===== config.mk =====
export PLATFORM = sky130hd
export DESIGN_NAME = spi_bus_monitor
export DESIGN_NICKNAME = d
export VERILOG_FILES = /design/src/rtl/spi_monitor_pkg.sv /design/src/rtl/snapshot_fifo.sv /design/src/rtl/spi_bus_monitor.sv
export SDC_FILE = /design/constraint.sdc
export NUM_CORES = 1
export LEC_CHECK = 0
export CAP_MARGIN = 20
export CORE_ASPECT_RATIO = 1.2
export CORE_MARGIN = 10
export CORE_UTILIZATION = 61
export DETAILED_ROUTE_END_ITERATION = 16
export PLACE_DENSITY = 0.78
export SLEW_MARGIN = 15
export SYNTH_ARGS = -nofsm -noshare
export SYNTH_HDL_FRONTEND = slang
export SYNTH_SLANG_ARGS = --single-unit

===== constraint.sdc =====
create_clock -name CLK_IN -period 7.5 [get_ports CLK_IN]
set_input_delay 1.125 -clock CLK_IN [delete_from_list [all_inputs] [get_ports CLK_IN]]
set_output_delay 1.125 -clock CLK_IN [all_outputs]
set_load 0.02 [all_outputs]

===== src/rtl/spi_monitor_pkg.sv =====
// Shared opcodes, FSM state encoding and payload-width helpers for the SPI bus monitor.
package spi_monitor_pkg;

    localparam logic [7:0] OP_READ_LIVE = 8'h01;
    localparam logic [7:0] OP_WRITE_SIG = 8'h02;
    localparam logic [7:0] OP_READ_CAPT = 8'h03;
    localparam logic [7:0] OP_STATUS    = 8'h04;

    typedef enum logic [2:0] {
        ST_IDLE,
        ST_CMD,
        ST_TX,
        ST_RX,
        ST_IGNORE
    } state_t;

    function automatic int unsigned round8(input int unsigned n);
        return ((n + 7) / 8) * 8;
    endfunction

    function automatic int unsigned pw_bits(input int unsigned a, input int unsigned d,
                                            input int unsigned o);
        return round8(a + d + o);
    endfunction

    function automatic int unsigned iw_bits(input int unsigned i);
        return round8(i);
    endfunction

endpackage


===== src/rtl/snapshot_fifo.sv =====
// Snapshot FIFO with sticky overflow; a push into a full FIFO is accepted only
// when a pop happens in the same cycle.
module snapshot_fifo #(
    parameter int unsigned W     = 48,
    parameter int unsigned DEPTH = 8
) (
    input  logic                         clk,
    input  logic                         rst,
    input  logic                         i_push,
    input  logic                         i_pop,
    input  logic [W-1:0]                 i_din,
    input  logic                         i_ovf_clr,
    output logic [W-1:0]                 o_head_c,
    output logic [$clog2(DEPTH):0]       o_count,
    output logic                         o_full_c,
    output logic                         o_empty_c,
    output logic                         o_ovf
);

    localparam int unsigned AW = $clog2(DEPTH);

    logic [W-1:0]  r_mem [DEPTH];
    logic [AW-1:0] r_wr_ptr;
    logic [AW-1:0] r_rd_ptr;
    logic [AW:0]   r_count;
    logic          r_ovf;
    logic          w_do_pop;
    logic          w_do_push;

    assign o_full_c  = (r_count == (AW+1)'(DEPTH));
    assign o_empty_c = (r_count == '0);
    assign w_do_pop  = i_pop && !o_empty_c;
    assign w_do_push = i_push && (!o_full_c || w_do_pop);

    always_ff @(posedge clk) begin
        if (w_do_push) begin
            r_mem[r_wr_ptr] <= i_din;
        end
    end

    always_ff @(posedge clk or posedge rst) begin
        if (rst) begin
            r_wr_ptr <= '0;
            r_rd_ptr <= '0;
            r_count  <= '0;
            r_ovf    <= 1'b0;
        end else begin
            if (w_do_push) begin
                r_wr_ptr <= r_wr_ptr + AW'(1);
            end
            if (w_do_pop) begin
                r_rd_ptr <= r_rd_ptr + AW'(1);
            end
            case ({w_do_push, w_do_pop})
                2'b10:   r_count <= r_count + (AW+1)'(1);
                2'b01:   r_count <= r_count - (AW+1)'(1);
                default: r_count <= r_count;
            endcase
            // A dropped capture beats a simultaneous clear so no loss goes unreported.
            if (i_push && o_full_c && !w_do_pop) begin
                r_ovf <= 1'b1;
            end else if (i_ovf_clr) begin
                r_ovf <= 1'b0;
            end
        end
    end

    assign o_head_c = r_mem[r_rd_ptr];
    assign o_count  = r_count;
    assign o_ovf    = r_ovf;

endmodule


===== src/rtl/spi_bus_monitor.sv =====
// SPI-slave debug monitor: oversampled mode-0 SPI, live/captured bus snapshot
// readout, status byte and host-written input signal bank.
module spi_bus_monitor
    import spi_monitor_pkg::*;
#(
    parameter int unsigned ADDR_W = 24,
    parameter int unsigned DATA_W = 16,
    parameter int unsigned OSIG_W = 4,
    parameter int unsigned ISIG_W = 4,
    parameter int unsigned DEPTH  = 8
) (
    input  logic              CLK_IN,
    input  logic              RESET_IN,
    input  logic              SPICLK_IN,
    input  logic              SPISS_IN,
    input  logic              SPISI_IN,
    input  logic [ADDR_W-1:0] ADDR_IN,
    input  logic [DATA_W-1:0] DATA_IN,
    input  logic [OSIG_W-1:0] OUTPUT_SIGNAL_IN,
    input  logic              CAPTURE_IN,
    output logic [ISIG_W-1:0] INPUT_SIGNAL,
    output logic              SPISO,
    output logic              SPISO_OE
);

    localparam int unsigned PW  = pw_bits(ADDR_W, DATA_W, OSIG_W);
    localparam int unsigned IW  = iw_bits(ISIG_W);
    localparam int unsigned CW  = $clog2(DEPTH) + 1;
    localparam int unsigned TCW = $clog2(PW + 1);
    localparam int unsigned RCW = $clog2(IW + 1);

    logic [1:0]        r_sclk_sync;
    logic [1:0]        r_ss_sync;
    logic [1:0]        r_si_sync;
    logic              r_sclk_d;
    logic              w_sclk;
    logic              w_ss;
    logic              w_si;
    logic              w_rise;
    logic              w_fall;

    state_t            r_state;
    logic [2:0]        r_bit_cnt;
    logic [6:0]        r_cmd;
    logic [7:0]        w_cmd_next;
    logic              w_cmd_done;
    logic [PW-1:0]     r_tx;
    logic [TCW-1:0]    r_tx_cnt;
    logic [TCW-1:0]    r_tx_len;
    logic [ISIG_W-1:0] r_rx;
    logic [ISIG_W-1:0] w_rx_mask;
    logic [ISIG_W-1:0] w_rx_next;
    logic [RCW-1:0]    r_rx_cnt;
    logic [ISIG_W-1:0] r_isig;
    logic              r_so;
    logic              r_oe;

    logic              w_pop;
    logic              w_ovf_clr;
    logic [PW-1:0]     w_head;
    logic [CW-1:0]     w_count;
    logic              w_full;
    logic              w_empty;
    logic              w_ovf;

    // Two-flop synchronizers; SS idles high so its chain resets to 1.
    always_ff @(posedge CLK_IN or posedge RESET_IN) begin
        if (RESET_IN) begin
            r_sclk_sync <= 2'b00;
            r_ss_sync   <= 2'b11;
            r_si_sync   <= 2'b00;
            r_sclk_d    <= 1'b0;
        end else begin
            r_sclk_sync <= {r_sclk_sync[0], SPICLK_IN};
            r_ss_sync   <= {r_ss_sync[0], SPISS_IN};
            r_si_sync   <= {r_si_sync[0], SPISI_IN};
            r_sclk_d    <= w_sclk;
        end
    end

    assign w_sclk = r_sclk_sync[1];
    assign w_ss   = r_ss_sync[1];
    assign w_si   = r_si_sync[1];
    assign w_rise = w_sclk && !r_sclk_d;
    assign w_fall = !w_sclk && r_sclk_d;

    assign w_cmd_next = {w_si, r_cmd};
    assign w_cmd_done = !w_ss && (r_state == ST_CMD) && w_rise && (r_bit_cnt == 3'd7);
    assign w_pop      = w_cmd_done && (w_cmd_next == OP_READ_CAPT) && !w_empty;
    assign w_ovf_clr  = w_cmd_done && (w_cmd_next == OP_STATUS);

    // Bits beyond ISIG_W get an all-zero mask and are discarded.
    assign w_rx_mask = ISIG_W'(1) << r_rx_cnt;
    assign w_rx_next = w_si ? (r_rx | w_rx_mask) : (r_rx & ~w_rx_mask);

    snapshot_fifo #(
        .W     (PW),
        .DEPTH (DEPTH)
    ) u_fifo (
        .clk       (CLK_IN),
        .rst       (RESET_IN),
        .i_push    (CAPTURE_IN),
        .i_pop     (w_pop),
        .i_din     (PW'({OUTPUT_SIGNAL_IN, DATA_IN, ADDR_IN})),
        .i_ovf_clr (w_ovf_clr),
        .o_head_c  (w_head),
        .o_count   (w_count),
        .o_full_c  (w_full),
        .o_empty_c (w_empty),
        .o_ovf     (w_ovf)
    );

    always_ff @(posedge CLK_IN or posedge RESET_IN) begin
        if (RESET_IN) begin
            r_state   <= ST_IDLE;
            r_bit_cnt <= '0;
            r_cmd     <= '0;
            r_tx      <= '0;
            r_tx_cnt  <= '0;
            r_tx_len  <= '0;
            r_rx      <= '0;
            r_rx_cnt  <= '0;
            r_isig    <= '0;
            r_so      <= 1'b0;
            r_oe      <= 1'b0;
        end else begin
            r_oe <= !w_ss;
            if (w_ss) begin
                r_state   <= ST_IDLE;
                r_bit_cnt <= '0;
                r_cmd     <= '0;
                r_tx      <= '0;
                r_tx_cnt  <= '0;
                r_tx_len  <= '0;
                r_rx      <= '0;
                r_rx_cnt  <= '0;
                r_so      <= 1'b0;
            end else begin
                case (r_state)
                    ST_IDLE: r_state <= ST_CMD;
                    ST_CMD: begin
                        if (w_rise) begin
                            r_cmd     <= w_cmd_next[7:1];
                            r_bit_cnt <= r_bit_cnt + 3'd1;
                        end
                        // Payload is latched on the same cycle the last command bit lands.
                        if (w_cmd_done) begin
                            case (w_cmd_next)
                                OP_READ_LIVE: begin
                                    r_tx     <= PW'({OUTPUT_SIGNAL_IN, DATA_IN, ADDR_IN});
                                    r_tx_len <= TCW'(PW);
                                    r_state  <= ST_TX;
                                end
                                OP_READ_CAPT: begin
                                    r_tx     <= w_empty ? '0 : w_head;
                                    r_tx_len <= TCW'(PW);
                                    r_state  <= ST_TX;
                                end
                                OP_STATUS: begin
                                    r_tx     <= PW'({w_ovf, 7'(w_count)});
                                    r_tx_len <= TCW'(8);
                                    r_state  <= ST_TX;
                                end
                                OP_WRITE_SIG: r_state <= ST_RX;
                                default:      r_state <= ST_IGNORE;
                            endcase
                        end
                    end
                    ST_TX: begin
                        if (w_fall) begin
                            if (r_tx_cnt < r_tx_len) begin
                                r_so     <= r_tx[0];
                                r_tx     <= r_tx >> 1;
                                r_tx_cnt <= r_tx_cnt + TCW'(1);
                            end else begin
                                r_so <= 1'b0;
                            end
                        end
                    end
                    ST_RX: begin
                        if (w_rise && (r_rx_cnt < RCW'(IW))) begin
                            r_rx     <= w_rx_next;
                            r_rx_cnt <= r_rx_cnt + RCW'(1);
                            if (r_rx_cnt == RCW'(IW - 1)) begin
                                r_isig <= w_rx_next;
                            end
                        end
                    end
                    default: r_state <= r_state;
                endcase
            end
        end
    end

    assign INPUT_SIGNAL = r_isig;
    assign SPISO        = r_so;
    assign SPISO_OE     = r_oe;

endmodule


Yosys cells after proc, flatten, opt, wreduce, memory -nomap -nowiden
Memories as Yosys holds them, arrays and structs flattened.
Index checks and enable logic that the tools add are counted.
- flip-flop bits (word level): 105
- RAM bits: 352
- input port bits: 50
- output and inout port bits: 6
- logic and storage cells: 136
- memories kept: 1
- memory list (memory ; words ; bits a word ; rd ports ; clocked after memory_dff ; write ports ; line ; source):
    u_fifo.r_mem ; 8 ; 44 ; 1 ; 0 ; 1 ; snapshot_fifo.sv:22 ; logic [W-1:0] r_mem [DEPTH];
- add/sub/neg operators: 7
- magnitude comparators: 2
- equal/unequal tests: 16
- shift-type cells: 1
- multiplexer cells: 41
- bitwise operators: 4
- reductions and logical operators: 45
- operators by type and width (operator ; count):
    48-bit 2-to-1 mux ; 5
    48-bit one-hot mux with 3 select lines ; 1
    48-bit one-hot mux with 2 select lines ; 1
    6-bit 2-to-1 mux ; 7
    4-bit 2-to-1 mux ; 7
    7-bit 2-to-1 mux ; 3
    2-bit nonzero test ; 10
    8-bit by 2-bit equality test with 1-bit output, second input constant ; 2
    3-bit 2-to-1 mux ; 5
    1-bit logical AND ; 13
    3-bit one-hot mux with 2 select lines ; 2
    6-bit one-hot mux with 2 select lines ; 1
    3-bit by 1-bit adder with 3-bit output, second input constant ; 3
    3-bit != test, second input constant ; 3
    3-bit nonzero test ; 3
    4-bit by 1-bit adder with 4-bit output, second input constant ; 2
    8-bit by 1-bit equality test with 1-bit output, second input constant ; 1
    8-bit by 3-bit equality test with 1-bit output, second input constant ; 1
    1-bit 2-to-1 mux ; 8
    4-bit one-hot mux with 2 select lines ; 1
    2-bit AND reduction ; 4
    6-bit by 1-bit adder with 6-bit output, second input constant ; 1
    3-bit by 2-bit equality test with 1-bit output, second input constant ; 2
    1-bit logical NOT ; 6
    other kinds (23) ; 24

Longest topological paths before layout
- depth after elaboration: 11
- gate-level depth with buffers: 11
- mapped depth without buffers: 11

Modules after synthesis
From an unflattened synthesis, not the netlist that was laid out.
- cells, all modules: 1073
- area total of the unflattened synthesis: 19839.0 um^2
- by module, submodules not included (module ; instances ; cells an instance ; area each (um^2) ; seq. area each (um^2)):
    snapshot_fifo ; 1 ; 629 ; 15203.3 ; 11806.3
    spi_bus_monitor ; 1 ; 444 ; 4635.7 ; 2254.7

Least setup slack after synthesis
No wires, ideal clock.
- path kind: reg-to-reg
- start: register r_si_sync[1]
- end: memory u_fifo.r_mem[1][0] (netlist name), enable pin
- setup time: 0.500 ns
- arrival: 4.835 ns
- data required time: 7.000 ns
- path slack: 2.165 ns
- cell stages (with the launch flop): 7
- buffers on the path: 1
- period minus slack after synthesis: 5.335 ns
- cell sequence: dfrtp_1 > buf_6 > or4_4 > or2_1 > nor3_4 > o211ai_1 > nor3_1
- cells in the longest elaborated chain, start to end: 8
- RTL lines (element ; line ; source):
    start, declared ; spi_bus_monitor.sv:34 ; logic [1:0] r_si_sync;
    start signal, assigned ; spi_bus_monitor.sv:76 ; r_si_sync <= {r_si_sync[0], SPISI_IN};
    8-bit by 2-bit equality test with 1-bit output ; spi_bus_monitor.sv:89 ; assign w_pop = w_cmd_done && (w_cmd_next == OP_READ_CAPT) && !w_empty;
    1-bit logical AND (2 in a row) ; spi_bus_monitor.sv:89 ;
    1-bit logical AND ; snapshot_fifo.sv:32 ; assign w_do_pop = i_pop && !o_empty_c;
    1-bit logical OR ; snapshot_fifo.sv:33 ; assign w_do_push = i_push && (!o_full_c || w_do_pop);
    1-bit logical AND ; snapshot_fifo.sv:33 ;
    1-bit 2-to-1 mux ; snapshot_fifo.sv:36 ; if (w_do_push) begin
    1-bit 2-to-1 mux (not written as such) ; snapshot_fifo.sv:37 ; r_mem[r_wr_ptr] <= i_din;
    end, declared ; snapshot_fifo.sv:22 ;
Every way passes these cells.

Worst setup path in the final report
- start: register r_state[2]
- end: memory u_fifo.r_mem[0][14] (netlist name), enable pin
- cells in the longest elaborated chain, start to end: 11
- RTL lines (element ; line ; source):
    start, declared ; spi_bus_monitor.sv:42 ; state_t r_state;
    start signal, assigned ; spi_bus_monitor.sv:189 ; default: r_state <= r_state;
    3-bit by 1-bit equality test with 1-bit output ; spi_bus_monitor.sv:88 ; assign w_cmd_done = !w_ss && (r_state == ST_CMD) && w_rise && (r_bit_cnt == 3'd7);
    1-bit logical AND (3 in a row) ; spi_bus_monitor.sv:88 ;
    1-bit logical AND (2 in a row) ; spi_bus_monitor.sv:89 ;
    1-bit logical AND ; snapshot_fifo.sv:32 ;
    1-bit logical OR ; snapshot_fifo.sv:33 ;
    1-bit logical AND ; snapshot_fifo.sv:33 ;
    1-bit 2-to-1 mux ; snapshot_fifo.sv:36 ;
    1-bit 2-to-1 mux (not written as such) ; snapshot_fifo.sv:37 ;
Every way passes these cells.

==> impl_metrics.py <==
metrics = {
    "global_route": {
        "grt_pass1_vias": 10600,
        "overflow": 0,
        "grt_usage_pct": 20.4,
        "grt_max_degree": 84,
        "antenna_found_initial": 0,
        "grt_pass1_wl_um": 59600,
    },
    "logic_synthesis": {
        "ys_seq_area_share_pct": 71.3,
        "synth_edf_count": 352,
        "syn-num-nets": 1171,
        "syn_inst": 1112,
        "synth_seq_cells": 449,
        "synth_ff_type": "edfxtp_1",
        "synthesis.area_mm2": 0.0182,
        "synth.distinct_cells": 65,
        "avgSynthCellArea_um2": 16.4,
        "async_flop_share_pct": 21.6,
        "synth_warnings": 0,
    },
    "timing": {
        "rsz0062_at_grt": "no",
        "max_freq_mhz": 241,
        "finClkSkew_ns": 0.0124,
        "relSlewSlack_pct": 33.4,
        "drv_slew": 0,
        "fin_crit_ns": 4.15,
        "hold-worst-slack_ns": 0.359,
        "finalSetupTns_ns": 0,
        "worst_slew_pin_slew_ns": 0.999,
        "hold_violations": 0,
        "setup_viol": 0,
        "timing.final.crit_share_pct": 55.3,
    },
    "critical_path": {
        "cp.required_ns": 7.68,
        "end_kind": "flop",
        "reg2reg_slack_ns": 3.35,
        "r2r-start": "r_state[2]",
        "r2r_end": "u_fifo.r_mem[0][14]",
        "arrival_ns": 4.32,
        "r2r_cells": 6,
        "critPathKind": "reg -> reg",
        "startpoint_type": "flop",
        "setup.worst_path.start": "r_state[2]",
        "critical_path.max_fanout": 32,
    },
    "cts": {
        "htree_levels": 2,
        "clockBufferDepth": 3,
        "hold_buffers": 0,
        "cts_sinks": 449,
        "clk_pin_slew_ns": 0.06,
        "insertion_delay_ns": 0.55,
        "root_buffer": "clkbuf_16",
        "cts_setup_buffers": 0,
        "cts_made_buffers": 43,
        "tritoncts": "yes",
        "ctsResizeCount": 0,
    },
    "route": {
        "wl_um": 37000,
        "dr.first_iter.drc_count": 1078,
        "routedWlPerCell_um": 23.3,
        "via_per_inst": 6.37,
        "firstDrtPassIters": 5,
        "drc": 0,
        "ant_nets": 0,
        "route.vias.total": 10100,
    },
    "layout": {
        "n_fill_cell": 1902,
        "antenna_cells": 0,
        "nets": 1220,
        "layout-area-overhead-vs-synth_pct": 12.5,
        "drive_gt1_share_pct": 16.0,
    },
    "status": {
        "outcome": "complete, no violations",
    },
    "floorplanning": {
        "coreArea_mm2": 0.0295,
        "die_y_um": 209,
        "rows": 69,
        "initial_core_util_pct": 61.7,
        "die_w_um": 178,
        "die_area_mm2": 0.0372,
        "io_pins": 56,
    },
    "worst_hold_path": {
        "min_path_cells": 0,
        "worstHoldEndpoint": "r_ss_sync[1]",
        "hp-start": "r_ss_sync[0]",
        "hp-class": "reg -> reg",
    },
    "place": {
        "place.gp.congestion": 0.828,
        "io_buffers": 55,
        "dpl.hpwl_um": 20300,
    },
    "power_and_ir_drop": {
        "p_total_mw": 5.64,
        "leakage_nw": 6.95,
        "ir_drop_mv": 0.197,
        "powerDensity_mw_per_mm2": 275,
    },
    "run": {
        "drv_cap": 0,
    },
}
==> critical path, stage by stage, from the launching register on <==
cell	delay [ns]
dfrtp_1	0.46
nor3b_2	0.65
and4_1	0.65
nand3_1	0.24
a311o_1	0.56
nor3_4	0.61
buf_4	0.56
==> logic make-up after synthesis <==
family / synth area share, %
compound gates: 6.34
xor+xnor: 0.721
fa+ha+maj: 0.618
buf+inv: 1.90
flops: 71.3
mux: 12.1
simple gates: 6.99
==> synthesized netlist by cell type (2+ instances only) <==
master | instances | area share, %
mux2i_1 | 19 | 1.0
nor4_1 | 2 | 0.069
inv_1 | 10 | 0.21
nand2b_1 | 35 | 1.2
mux2_2 | 2 | 0.12
o31ai_1 | 2 | 0.082
o22ai_1 | 4 | 0.14
a22oi_1 | 2 | 0.082
o21ai_0 | 49 | 1.3
a311oi_1 | 2 | 0.096
buf_1 | 7 | 0.14
or3_1 | 2 | 0.069
xor2_1 | 6 | 0.29
nor2_1 | 31 | 0.64
xnor2_1 | 9 | 0.43
a21oi_1 | 23 | 0.63
o21ai_1 | 39 | 1.1
nor2b_1 | 2 | 0.069
clkbuf_1 | 34 | 0.70
ha_1 | 9 | 0.62
dfrtp_1 | 95 | 13
nand3_1 | 17 | 0.47
buf_4 | 2 | 0.082
a22o_1 | 3 | 0.14
nor3_1 | 6 | 0.16
a32oi_1 | 2 | 0.096
dfstp_2 | 2 | 0.29
nand4_1 | 7 | 0.24
a221oi_1 | 33 | 1.6
buf_2 | 25 | 0.69
or4_4 | 2 | 0.12
a31oi_1 | 2 | 0.069
mux4_2 | 88 | 11
a32o_1 | 2 | 0.11
o211ai_1 | 3 | 0.12
nand3b_1 | 3 | 0.12
nor3b_1 | 4 | 0.16
edfxtp_1 | 352 | 58
nand2_1 | 146 | 3.0
a221o_1 | 4 | 0.22
==> sequential cells by signal, summed over array words and instances, names as in the netlist, 2 cells and up <==
| signal | cells |
|---|---|
| r_cmd | 7 |
| r_sclk_sync | 2 |
| u_fifo.r_wr_ptr | 3 |
| r_tx_len | 2 |
| r_bit_cnt | 3 |
| r_si_sync | 2 |
| r_rx | 4 |
| r_tx_cnt | 6 |
| u_fifo.r_mem | 352 |
| r_state | 3 |
| r_ss_sync | 2 |
| r_rx_cnt | 4 |
| INPUT_SIGNAL | 4 |
| u_fifo.r_rd_ptr | 3 |
| u_fifo.o_count | 4 |
| r_tx | 44 |
==> cells in the final DEF (no fill, tap or decap), types with 24 or more instances in the layout <==
cell | Yosys | final
edfxtp_1 | 352 | 352
clkdlybuf4s50_1 | 0 | 55
mux4_2 | 88 | 88
nand2b_1 | 35 | 35
o21ai_1 | 39 | 39
dfrtp_1 | 95 | 92
a221oi_1 | 33 | 33
nand2_1 | 146 | 146
o21ai_0 | 49 | 49
clkbuf_16 | 0 | 45
nor2_1 | 31 | 24
==> per-layer routing <==
layer  GRT usage [%]  vias to the layer above  wire length, um
met5               0                        -                0
met4            6.30                        0              901
met3            3.09                       66             2390
met2            34.1                      415            19200
met1            27.4                     5180            14500
li1                -                     4429                -
==> report_power, final <==
part	switching (mW)	internal [mW]
clock network	0.877	1.17
registers	0.0972	3.01
logic	0.323	0.163
total	1.30	4.34
==> how the worst max path moves through the flow <==
stage                                      to
after floorplan            u_fifo.r_mem[1][0]
after global placement     u_fifo.r_mem[0][8]
after detailed placement  u_fifo.r_mem[0][15]
after CTS                  u_fifo.r_mem[0][8]
after global routing       u_fifo.r_mem[0][8]
final                     u_fifo.r_mem[0][14]
==> final cells by class <==
class | count | area (um^2) | share of cell area (%)
Tap cell | 390 | 488 | 2.38
Multi-Input combinational cell | 583 | 4960 | 24.2
Clock inverter | 10 | 78.8 | 0.384
Sequential cell | 449 | 13000 | 63.4
Timing Repair Buffer | 73 | 686 | 3.34
Clock buffer | 68 | 1240 | 6.06
Inverter | 11 | 43.8 | 0.214
==> stage by stage <==
stage / setup slack (ns) / cells / util, % / instance area [um^2]
2_1_floorplan: 2.16 / 1112 / - / 18200
3_3_place_gp: 3.53 / 1506 / 65.0 / 19200
3_5_place_dp: 3.39 / 1506 / 65.0 / 19200
4_1_cts: 3.35 / 1584 / 69.5 / 20500
5_1_grt: 3.10 / 1584 / 69.5 / 20500
6_report: 3.35 / 1584 / 69.5 / 20500
(Power assumes the default switching activity.)
